<file path="src/rtl/counter_run_arbiter.sv">
// Grants one counter "run" (load start, step len times, freeze) at a time among NREQ requesters.
// Optional build macro CNT_RUN_ARB_RR_EN selects round-robin arbitration; default is fixed priority (lowest index).
module counter_run_arbiter #(
  parameter int WIDTH = 4,
  parameter int NREQ  = 2,
  parameter int LEN_W = 8,
  localparam int ID_W = (NREQ <= 2) ? 1 : 2
) (
  input  logic                  clk,
  input  logic                  rst,
  input  logic [NREQ-1:0]       req,
  input  logic [NREQ*WIDTH-1:0] req_start,
  input  logic [NREQ-1:0]       req_dir,
  input  logic [NREQ*LEN_W-1:0] req_len,
  output logic [NREQ-1:0]       grant,
  output logic                  done,
  output logic [ID_W-1:0]       done_id,
  output logic                  busy,
  output logic [WIDTH-1:0]      cnt_d,
  output logic                  cnt_load,
  output logic                  cnt_updown,
  input  logic [WIDTH-1:0]      cnt_q
);

  typedef enum logic [1:0] {S_IDLE, S_LOAD, S_RUN, S_DONE} state_t;

  state_t           state;
  logic [ID_W-1:0]  win;
  logic [WIDTH-1:0] start_r;
  logic             dir_r;
  logic [LEN_W-1:0] len_r;
  logic [LEN_W-1:0] steps;
  logic [ID_W-1:0]  pick;

`ifdef CNT_RUN_ARB_RR_EN
  logic [ID_W-1:0] rr_ptr;
  int              idx;

  // Scan offsets high to low so the requester closest above rr_ptr is written last and wins.
  always_comb begin
    pick = '0;
    idx  = 0;
    for (int i = NREQ - 1; i >= 0; i--) begin
      idx = int'(rr_ptr) + i;
      if (idx >= NREQ) idx = idx - NREQ;
      if (req[idx]) pick = ID_W'(idx);
    end
  end
`else
  always_comb begin
    pick = '0;
    for (int i = NREQ - 1; i >= 0; i--) begin
      if (req[i]) pick = ID_W'(i);
    end
  end
`endif

  always_ff @(posedge clk or posedge rst) begin
    if (rst) begin
      state   <= S_IDLE;
      win     <= '0;
      start_r <= '0;
      dir_r   <= 1'b1;
      len_r   <= '0;
      steps   <= '0;
`ifdef CNT_RUN_ARB_RR_EN
      rr_ptr  <= '0;
`endif
    end else begin
      case (state)
        S_IDLE: begin
          if (|req) begin
            win     <= pick;
            start_r <= req_start[int'(pick)*WIDTH +: WIDTH];
            dir_r   <= req_dir[pick];
            len_r   <= req_len[int'(pick)*LEN_W +: LEN_W];
            state   <= S_LOAD;
          end
        end
        S_LOAD: begin
          if (len_r == '0) begin
            state <= S_DONE;
          end else begin
            steps <= len_r;
            state <= S_RUN;
          end
        end
        S_RUN: begin
          steps <= steps - LEN_W'(1);
          if (steps == LEN_W'(1)) state <= S_DONE;
        end
        S_DONE: begin
          state <= S_IDLE;
`ifdef CNT_RUN_ARB_RR_EN
          rr_ptr <= (int'(win) == NREQ - 1) ? '0 : win + 1'b1;
`endif
        end
        default: state <= S_IDLE;
      endcase
    end
  end

  // Outside LOAD/RUN the counter reloads its own value, i.e. it is frozen.
  always_comb begin
    grant      = '0;
    done       = 1'b0;
    done_id    = '0;
    busy       = 1'b0;
    cnt_load   = 1'b1;
    cnt_d      = cnt_q;
    cnt_updown = 1'b1;
    case (state)
      S_LOAD: begin
        cnt_d      = start_r;
        cnt_updown = dir_r;
        grant[win] = 1'b1;
        busy       = 1'b1;
      end
      S_RUN: begin
        cnt_load   = 1'b0;
        cnt_updown = dir_r;
        grant[win] = 1'b1;
        busy       = 1'b1;
      end
      S_DONE: begin
        done       = 1'b1;
        done_id    = win;
        grant[win] = 1'b1;
        busy       = 1'b1;
      end
      default: ;
    endcase
  end

endmodule

</file>
<file path="config.mk">
export PLATFORM = sky130hd
export DESIGN_NAME = counter_run_arbiter
export DESIGN_NICKNAME = d
export VERILOG_FILES = /design/src/rtl/counter_run_arbiter.sv
export SDC_FILE = /design/constraint.sdc
export NUM_CORES = 1
export LEC_CHECK = 0
export ABC_AREA = 1
export CAP_MARGIN = 20
export CORE_AREA = 8 8 73 75
export DETAILED_ROUTE_END_ITERATION = 12
export DIE_AREA = 0 0 81 83
export PLACE_DENSITY = 0.61
export SETUP_SLACK_MARGIN = 0.02
export SLEW_MARGIN = 25
export SYNTH_ARGS = -nofsm -noshare
export SYNTH_HDL_FRONTEND = slang
export SYNTH_SLANG_ARGS = --single-unit
export TNS_END_PERCENT = 1
</file>
<file path="constraint.sdc">
create_clock -name clk -period 1.81 [get_ports clk]
set_input_delay 0.362 -clock clk [delete_from_list [all_inputs] [get_ports clk]]
set_output_delay 0.362 -clock clk [all_outputs]
set_load 0.005 [all_outputs]
</file>
==> results.py <==
metrics = {
    "run_status": {
        "status": "complete, but fails checks",
        "violations": "setup timing",
    },
    "yosys": {
        "synth_fa_ha_area_share_pct": 5.654,
        "ys_warn_count": 0,
        "synth_mux_area_share_pct": 2.181,
        "avgSynthCellArea_um2": 7.272,
        "synth_xor_xnor_area_share_pct": 0,
        "synth.net_count": 254,
        "synth_cells": 213,
        "yosysSeqAreaShare_pct": 38.85,
        "synthSimpleGateAreaFrac_pct": 27.14,
        "synth_compound_area_share_pct": 15.75,
        "synth_top_family_by_area": "simple AND/OR/NAND/NOR gates",
        "ys_ff_latch": 24,
        "synth_area_mm2": 0.001549,
        "synth.distinct_cells": 25,
    },
    "final_layout": {
        "final_area_mm2": 0.002216,
        "layout.nets": 312,
        "fillers": 430,
        "n_antenna_cell": 0,
        "drive_above_1_share_pct": 17.41,
        "area_growth_pct": 43.05,
        "post-route-util_pct": 52.71,
    },
    "power_and_ir_drop": {
        "power.internal_mw": 2.098,
        "power_density_mw_per_mm2": 1657,
        "leakagePower_nw": 1.079,
        "combinationalPowerShare_pct": 60.2,
        "sw_frac_of_total_pct": 42.88,
        "p_sw_mw": 1.575,
        "power_frac_clock_pct": 12.8,
        "peakVddDrop_uv": 688.9,
        "seq_power_share_pct": 27.0,
    },
    "sta": {
        "period_needed_ns": 1.849,
        "max_freq_mhz": 540.9,
        "setup_ws_ns": -0.03891,
        "finalSetupViolCount": 2,
        "worst_pin_slew_ns": 0.4050,
        "hold_viol_final": 0,
        "post-route-period-util_pct": 102.1,
        "rsz0062_at_grt": "true",
        "drv_slew": 0,
        "finClkSkew_ns": 0.005138,
        "timing.slew.headroom_pct": 72.97,
    },
    "route": {
        "viasPerCell": 4.630,
        "detail-route-antenna-nets": 0,
        "routed_wl_um": 4127,
        "drc": 0,
        "wl_per_cell_um": 12.82,
        "dr.first_iter.drc_count": 32,
        "firstDrtPassIters": 4,
        "routed-via-count": 1491,
    },
    "floorplan": {
        "die_w_um": 81,
        "row_count": 24,
        "start_util_pct": 36.85,
        "die_area_mm2": 0.006723,
        "dieHeight_um": 83,
        "ios": 45,
        "design.core.area_mm2": 0.004204,
    },
    "job": {
        "cap_violations": 0,
    },
    "min_path": {
        "hold_class": "input pin to async pin",
    },
    "grt": {
        "grt.total_usage_pct": 13.10,
        "first_global_vias": 1572,
        "grt_max_degree": 25,
        "grt_antenna_before_repair": 0,
        "grt_overflow": 0,
        "grt_pass1_wl_um": 7169,
    },
    "clock_tree": {
        "htree_levels": 1,
        "clkTransAtPathRegs_ns": 0.09,
        "cts_buffer_depth": 2,
        "cts_buffers": 3,
        "clock_sinks": 24,
        "clkLatencyLatePin_ns": 0.26,
        "cts_tree": "built",
        "root_buffer": "clkbuf_8",
    },
    "worst_setup_path": {
        "critPathRequiredTime_ns": 1.45,
        "start_kind": "flop",
        "crit_arrival_ns": 1.49,
        "endpoint_kind": "output port",
        "crit_type": "flop to output port",
        "cp_max_fo": 5,
    },
    "placement": {
        "place_area_mm2": 0.002111,
        "portBuffers": 44,
        "dp_hpwl_um": 3280,
        "place_congestion": 0.8089,
    },
}
==> worst paths after layout <==
path,from,endpoint,slack (ns),depth (start not counted)
worst min-delay path,rst,steps[0],0.44,3
worst min register to register,steps[5],steps[5],0.49,2
max in group asynchronous,rst,dir_r,1.08,3
min in group clk,steps[5],steps[5],0.49,2
worst max register to register,state[1],dir_r,0.24,8
worst max-delay path,state[1],cnt_d[0],-0.04,5
==> cell type report <==
cell class,count,area [um^2],area share (%)
clock buffers,3,41.29,1.863
well taps,52,65.06,2.936
flip-flops and latches,24,601.8,27.16
clock inverters,1,30.03,1.355
repair buffers,59,539.3,24.34
multi-input cells,151,815.8,36.82
inverters,32,122.6,5.534
==> timing repair <==
item | in CTS | in global routing
resized for setup | 22 | 11
endpoints found under the hold margin | 0 | 0
buffers inserted | 2 | 0
hold buffers | 0 | 0
endpoints found under the setup margin | 11 | 10
pin swaps | 0 | 1
==> power groups by stage <==
stage          combinational, mW  clock (mW)  sequential (mW)
2_1_floorplan               1.46           0            0.963
3_3_place_gp                2.17           0            0.992
3_5_place_dp                2.21           0             1.00
4_1_cts                     2.20       0.486            0.995
5_1_grt                     2.53       0.512             1.03
6_report                    2.21       0.469            0.992
==> Yosys cell counts <==
| cell type | count | area [um^2] |
|---|---|---|
| a21oi_1 | 1 | 5.000 |
| nand2_2 | 3 | 18.77 |
| nor3_1 | 1 | 5.000 |
| o22ai_1 | 7 | 43.79 |
| inv_1 | 31 | 116.4 |
| buf_2 | 2 | 10.01 |
| nor2_2 | 2 | 12.51 |
| nand4_1 | 1 | 6.260 |
| clkinv_1 | 1 | 3.750 |
| dfrtp_1 | 23 | 575.6 |
| o21ai_2 | 4 | 35.03 |
| nor2_1 | 30 | 112.6 |
| clkbuf_2 | 1 | 5.000 |
| nand2_1 | 48 | 180.2 |
| o21ai_1 | 6 | 30.03 |
| nand3_1 | 11 | 55.05 |
| a21oi_2 | 1 | 8.760 |
| o21bai_2 | 1 | 11.26 |
| buf_6 | 1 | 11.26 |
| nand3_2 | 3 | 30.03 |
| mux2_2 | 3 | 33.78 |
| ha_1 | 7 | 87.58 |
| buf_4 | 2 | 15.01 |
| dfstp_2 | 1 | 26.28 |
| o21ai_0 | 22 | 110.1 |
==> cell families after synthesis <==
kind of cell | count (synthesis)
muxes | 3
DFF | 24
adders and majority gates | 7
AOI/OAI and AO/OA | 42
and+or+nand+nor | 99
buffers and inverters | 38
==> cell usage in the layout, fill, tap and decap left out, types with 2 or more instances in the layout <==
master / instances
nand3_1: 11
mux2_2: 3
nand3_2: 3
dlygate4sd2_1: 6
nor2_2: 2
dfrtp_1: 23
nor2_1: 30
o21ai_2: 4
nand2_1: 48
clkbuf_8: 3
clkbuf_2: 3
clkdlybuf4s50_1: 33
nand2_2: 3
buf_4: 13
inv_1: 29
buf_6: 3
o22ai_1: 7
ha_2: 2
o21ai_0: 22
ha_1: 3
o21ai_1: 6
ha_4: 2
==> critical path: stages (launching register included) <==
cell and delay, ns:
dfrtp_1 0.41, inv_2 0.09, ha_4 0.18, buf_6 0.10, mux2_2 0.33, buf_6 0.12
==> metrics by stage <==
stage	std cells	setup TNS (ns)	setup slack [ns]	total power, mW	hold slack, ns
4_1_cts	322	-0.2468	-0.1463	3.681	0.4464
3_5_place_dp	316	-0.5419	-0.1697	3.206	0.4708
5_1_grt	322	-0.2707	-0.1010	4.076	0.4659
2_1_floorplan	213	0	0.3354	2.419	0.3759
6_report	322	-0.06027	-0.03891	3.673	0.4352
3_3_place_gp	316	-0.3874	-0.1189	3.166	0.4612
==> registers in the layout, summed over array words and instances (netlist names) <==
name	count
win	1
len_r	8
dir_r	1
start_r	4
steps	8
state	2
==> per-layer routing <==
layer	routed length (um)	GRT usage, %	vias to the layer above
met4	12	2.439	0
li1	-	-	791
met2	1852	19.93	43
met5	0	0	-
met1	1883	16.97	655
met3	379	5.280	2
No activity file was read; power rests on OpenSTA's default activity.
